**src/rtl/cpu_issuer_pkg.sv**
```systemverilog
// Shared types and constants for the operation issuer.
// Port widths, controller output indices, FSM states, completion codes.
package cpu_issuer_pkg;

  localparam int X_W     = 14;
  localparam int Y_W     = 29;
  localparam int Y19_IDX = 18;
  localparam int Y20_IDX = 19;

  typedef enum logic [1:0] {
    S_IDLE = 2'd0,
    S_RUN  = 2'd1,
    S_DONE = 2'd2
  } state_t;

  typedef enum logic [1:0] {
    DK_Y19 = 2'b00,
    DK_Y20 = 2'b01,
    DK_TMO = 2'b10,
    DK_RSV = 2'b11
  } done_kind_t;

endpackage

```
**src/rtl/sat_counter.sv**
```systemverilog
// Saturating up-counter with synchronous increment.
// Asynchronous active-high clear; holds at all-ones.
module sat_counter #(
  parameter int W = 16
) (
  input  logic         clk,
  input  logic         rst,
  input  logic         inc,
  output logic [W-1:0] cnt
);

  always_ff @(posedge clk or posedge rst) begin
    if (rst)
      cnt <= '0;
    else if (inc && (cnt != {W{1'b1}}))
      cnt <= cnt + 1'b1;
  end

endmodule

```
**src/rtl/cpu_op_issuer.sv**
```systemverilog
// Issues condition vectors to a microprogram controller and
// watches its outputs for completion, timeout and silent steps.
module cpu_op_issuer
  import cpu_issuer_pkg::*;
#(
  parameter int TIMEOUT = 32,
  parameter int CNT_W   = 16
) (
  input  logic             clk,
  input  logic             rst,
  input  logic             op_valid,
  output logic             op_ready,
  input  logic [X_W-1:0]   op_word,
  input  logic [Y_W-1:0]   y_in,
  output logic [X_W-1:0]   x_out,
  output logic             busy,
  output logic             done,
  output logic [1:0]       done_kind,
  output logic             silent_err,
  output logic [CNT_W-1:0] op_count,
  output logic [CNT_W-1:0] silent_count
);

  localparam int SW = (TIMEOUT < 2) ? 1 : $clog2(TIMEOUT);
  localparam logic [SW-1:0] LAST = SW'(TIMEOUT - 1);

  if (TIMEOUT < 2) begin : g_bad_timeout
    $error("cpu_op_issuer: TIMEOUT must be at least 2");
  end

  state_t        state;
  state_t        state_nxt;
  logic [SW-1:0] step_cnt;
  logic          y19;
  logic          y20;
  logic          last;
  logic          silent;
  logic          run;
  logic          accept;

  assign y19    = y_in[Y19_IDX];
  assign y20    = y_in[Y20_IDX];
  assign last   = (step_cnt == LAST);
  assign silent = (y_in == '0);
  assign run    = (state == S_RUN);
  assign accept = (state == S_IDLE) && op_valid;

  assign op_ready = (state == S_IDLE);
  assign busy     = (state == S_RUN) || (state == S_DONE);
  assign done     = (state == S_DONE);

  always_ff @(posedge clk or posedge rst) begin
    if (rst)
      state <= S_IDLE;
    else
      state <= state_nxt;
  end

  always_comb begin
    state_nxt = state;
    unique case (state)
      S_IDLE: if (op_valid) state_nxt = S_RUN;
      S_RUN:  if (y19 || y20 || last) state_nxt = S_DONE;
      S_DONE: state_nxt = S_IDLE;
      default: state_nxt = S_IDLE;
    endcase
  end

  always_ff @(posedge clk or posedge rst) begin
    if (rst) begin
      x_out      <= '0;
      step_cnt   <= '0;
      done_kind  <= DK_Y19;
      silent_err <= 1'b0;
    end else begin
      if (accept) begin
        x_out    <= op_word;
        step_cnt <= '0;
      end
      if (run) begin
        step_cnt <= step_cnt + 1'b1;
        if (silent) silent_err <= 1'b1;
        // y19 beats y20 beats timeout
        if (y19)       done_kind <= DK_Y19;
        else if (y20)  done_kind <= DK_Y20;
        else if (last) done_kind <= DK_TMO;
      end
    end
  end

  sat_counter #(.W(CNT_W)) u_op_cnt (
    .clk (clk),
    .rst (rst),
    .inc (done),
    .cnt (op_count)
  );

  sat_counter #(.W(CNT_W)) u_silent_cnt (
    .clk (clk),
    .rst (rst),
    .inc (run && silent),
    .cnt (silent_count)
  );

endmodule

```
**config.mk**
```make
export PLATFORM = sky130hd
export DESIGN_NAME = cpu_op_issuer
export DESIGN_NICKNAME = d
export VERILOG_FILES = /design/src/rtl/cpu_issuer_pkg.sv /design/src/rtl/sat_counter.sv /design/src/rtl/cpu_op_issuer.sv
export SDC_FILE = /design/constraint.sdc
export NUM_CORES = 1
export LEC_CHECK = 0
export ABC_AREA = 0
export CORE_ASPECT_RATIO = 0.8
export CORE_MARGIN = 3
export CORE_UTILIZATION = 30
export CTS_CLUSTER_SIZE = 24
export DETAILED_ROUTE_END_ITERATION = 8
export GPL_ROUTABILITY_DRIVEN = 1
export PLACE_DENSITY = 0.62
export SETUP_SLACK_MARGIN = 0.1
export SYNTH_ARGS = -nofsm -noshare
export SYNTH_HDL_FRONTEND = slang
export SYNTH_SLANG_ARGS = --single-unit
```
**constraint.sdc**
```tcl
create_clock -name clk -period 2.4 [get_ports clk]
set_input_delay 0.24 -clock clk [delete_from_list [all_inputs] [get_ports clk]]
set_output_delay 0.24 -clock clk [all_outputs]
set_load 0.005 [all_outputs]
```
==> reports/results.txt <==
Core ar. - 8200 um2
Fmax achieved - 0.530 GHz
Fin. Hold Viols - 0
met2 Use GR - 20.1%
1st-pass router iterations - 4
Mapped Area - 2630 um2
drt wl/cell - 13.5 um
maximum buffer depth of the clock tree - 2
critical path peak fanout - 5
initial antenna violation count - 0
share of cells above drive strength 1 - 10.3%
Sw Ratio - 28.3%
die span in x - 111 um
first-pass GRT wire length - 9830 um
antenna-violating nets left - 0
Arrival @ worst endpoint - 2090 ps
hpwl dp - 4590 um
Final nets - 384
Max rail drop VDD - 318 uV
clock network power share - 20.3%
Most Used Layer, Global Route - met2
worst-path cell chain - ha_1 -> and3_1 -> nor2b_1 -> nand3b_1 -> nand2_2 -> mux2_1
Max Slew Vio Count - 0
flop2flop setup slack - 510 ps
register area - 1400 um2
Total GRT Usage - 11.9%
number of global-route vias before repair - 2,035
H-Tree Depth - 2
PD cells - 776 nW/um2
Max-cap violations - 0
hold_ws - 285 ps
area of the multi-input gates - 1170 um2
RR Endpoint - u_silent_cnt.cnt[1]
total negative slack - 0 ps
Mean Syn Cell Area - 11.5 um2
# Post-CTS Setup Buffers - 0
Yosys Warn Count - 0
Avg Vias per Cell - 4.73
1st-iter DRT viols - 103
Netlist cell types - 33
RSZ-0062 raised after global routing - no
Crit path largest cell delay - 450 ps
Final setup viols - 0
status - complete, no violations
slew margin rel. - 52.8%
Synth Instances - 228
period utilisation layout - 78.7%
Mapped Nets - 282
Main synth FF type - dfrtp_1
Hold Crit Class - primary input to async pin
Filler cells - 799
Setup WS pre-CTS - 273 ps
P&R area growth vs syn - 46.8%
largest net degree at the start of global routing - 34
Slowest cell on crit path - dfrtp_1
Leak - 1.61 nW
post-route worst setup slack - 512 ps
element type at the critical path start - flop
ys async rst share - 100%
clk_lat worst skew - 300 ps
post-route minimum period - 1890 ps
GRT met3 Usage - 3.55%
IO Port Bufs - 97
Comb power frac - 35.8%
gp weighted congestion - 0.813
worst path required time - 2600 ps
hold buffers post-CTS - 0
top-level port count - 98
Worst Max-Slew Pin Slew - 706 ps
reg2reg path depth - 6
GR Overflow Total - 0
Sink Count - 56
Int Pwr - 2.14 mW
Post-CTS Resized - 0
Worst Setup End Kind - flop
routed wire length - 5920 um
standard-cell rows - 29
CTS tree - built
drc violations - 0
NetSw - 0.846 mW
EDFF count, synth - 0
FF+latch count, synth - 56
Die H - 89.7 um
Util after Layout - 47.0%
clk_skew - 9.64 ps
Initial Utilization - 32.0%
type of the worst setup path - flop to flop
area of the die - 9920 um2
via count - 2,076
clock buffers created by TritonCTS - 5
Antenna Diode Count - 0
clock transition at the registers of the reported paths - 100 ps
Root Buffer - clkbuf_8
post-synthesis sequential area ratio - 53.4%
met1 Usage GRT - 15.6%
register share of total power - 43.9%
r2r startpoint - u_silent_cnt.cnt[0]
final cells by class:
| type | count | area share (%) |
|---|---|---|
| sequential | 56 | 36.4 |
| multi-input combinational | 160 | 30.3 |
| timing repair buffer | 102 | 26.5 |
| tap | 108 | 3.51 |
| clock buffer | 6 | 1.88 |
| clock inverter | 2 | 0.909 |
| inverter | 5 | 0.487 |
power by group through the flow:
| stage | clock (mW) | combinational [mW] | sequential, mW |
|---|---|---|---|
| floorplan | 0 | 0.478 | 1.32 |
| global placement | 0 | 1.06 | 1.32 |
| detailed placement | 0 | 1.09 | 1.33 |
| CTS | 0.638 | 1.09 | 1.31 |
| global route | 0.674 | 1.18 | 1.34 |
| finish | 0.606 | 1.07 | 1.31 |
how the worst max path moves through the flow:
stage | from | slack (ps) | cells after the start | end
6_report | u_silent_cnt.cnt[0] | 510 | 6 | u_silent_cnt.cnt[1]
5_1_grt | u_silent_cnt.cnt[0] | 320 | 7 | u_silent_cnt.cnt[9]
4_1_cts | u_silent_cnt.cnt[0] | 500 | 6 | u_silent_cnt.cnt[1]
3_5_place_dp | y_in[1] | 270 | 6 | u_silent_cnt.cnt[12]
3_3_place_gp | y_in[1] | 310 | 6 | u_silent_cnt.cnt[12]
2_1_floorplan | state[1] | 560 | 7 | u_silent_cnt.cnt[12]
stage by stage:
step | instance area (um2) | total power, mW | cells
3_3_place_gp | 3740 | 2.39 | 431
2_1_floorplan | 2630 | 1.80 | 228
5_1_grt | 3850 | 3.19 | 439
4_1_cts | 3850 | 3.04 | 439
6_report | 3850 | 2.99 | 439
3_5_place_dp | 3740 | 2.42 | 431
layout by cell type, fill, tap and decap left out, types with 2 or more instances in the layout:
cell type and instances:
nor4_1 5, nor2_1 6, nor2b_1 3, a21oi_1 4, and4_1 5, o21a_1 3, nand2_1 16, xor2_1 5
and3_1 9, buf_4 4, ha_1 8, and2_1 2, clkbuf_8 5, a41oi_1 2, xnor2_1 24, clkdlybuf4s50_1 97
nand3_1 18, mux2_2 16, inv_1 4, nor3_1 3, o21ai_0 7, nand4_1 13, mux2_1 2, dfrtp_1 56
worst max-delay path, delay by kind of cell (launching register included):
family | cells | cell delay, ps
flops | 1 | 450
mux | 1 | 320
fa+ha+maj | 1 | 210
simple gates | 4 | 800
cells in the mapped netlist (6+ instances only):
| cell type | number | area (um2) |
|---|---|---|
| dfrtp_1 | 56 | 1400 |
| xnor2_1 | 24 | 210 |
| nand3_1 | 18 | 90.1 |
| mux2_2 | 16 | 180 |
| nand2_1 | 16 | 60.1 |
| nand4_1 | 13 | 81.3 |
| and3_1 | 9 | 56.3 |
| ha_1 | 8 | 100 |
| o21ai_0 | 7 | 35.0 |
| nor2_1 | 6 | 22.5 |
kinds of logic (layout without fill, tap and decap cells):
| group | Yosys count | count (layout) | synth area share [%] |
|---|---|---|---|
| AND/OR/NAND/NOR | 85 | 85 | 18.3 |
| flip-flops | 56 | 56 | 53.4 |
| AO/OA/AOI/OAI | 20 | 20 | 5.00 |
| XOR/XNOR | 29 | 29 | 9.68 |
| multiplexers | 18 | 18 | 7.72 |
| adder cells (fa/ha/maj) | 8 | 8 | 3.81 |
| buffers and inverters | 12 | 115 | 2.10 |
routing by layer:
metal / wire length [um] / vias to the layer above
li1: - / 1013
met1: 2870 / 975
met2: 2600 / 86
met3: 443 / 2
met4: 10 / 0
met5: 0 / -
state kept, by name, summed over array words and instances (netlist names):
signal / cells
done_kind: 2
x_out: 14
silent_err: 1
u_silent_cnt.cnt: 16
step_cnt: 5
state: 2
u_op_cnt.cnt: 16
Power figures use the tool's default switching activity.
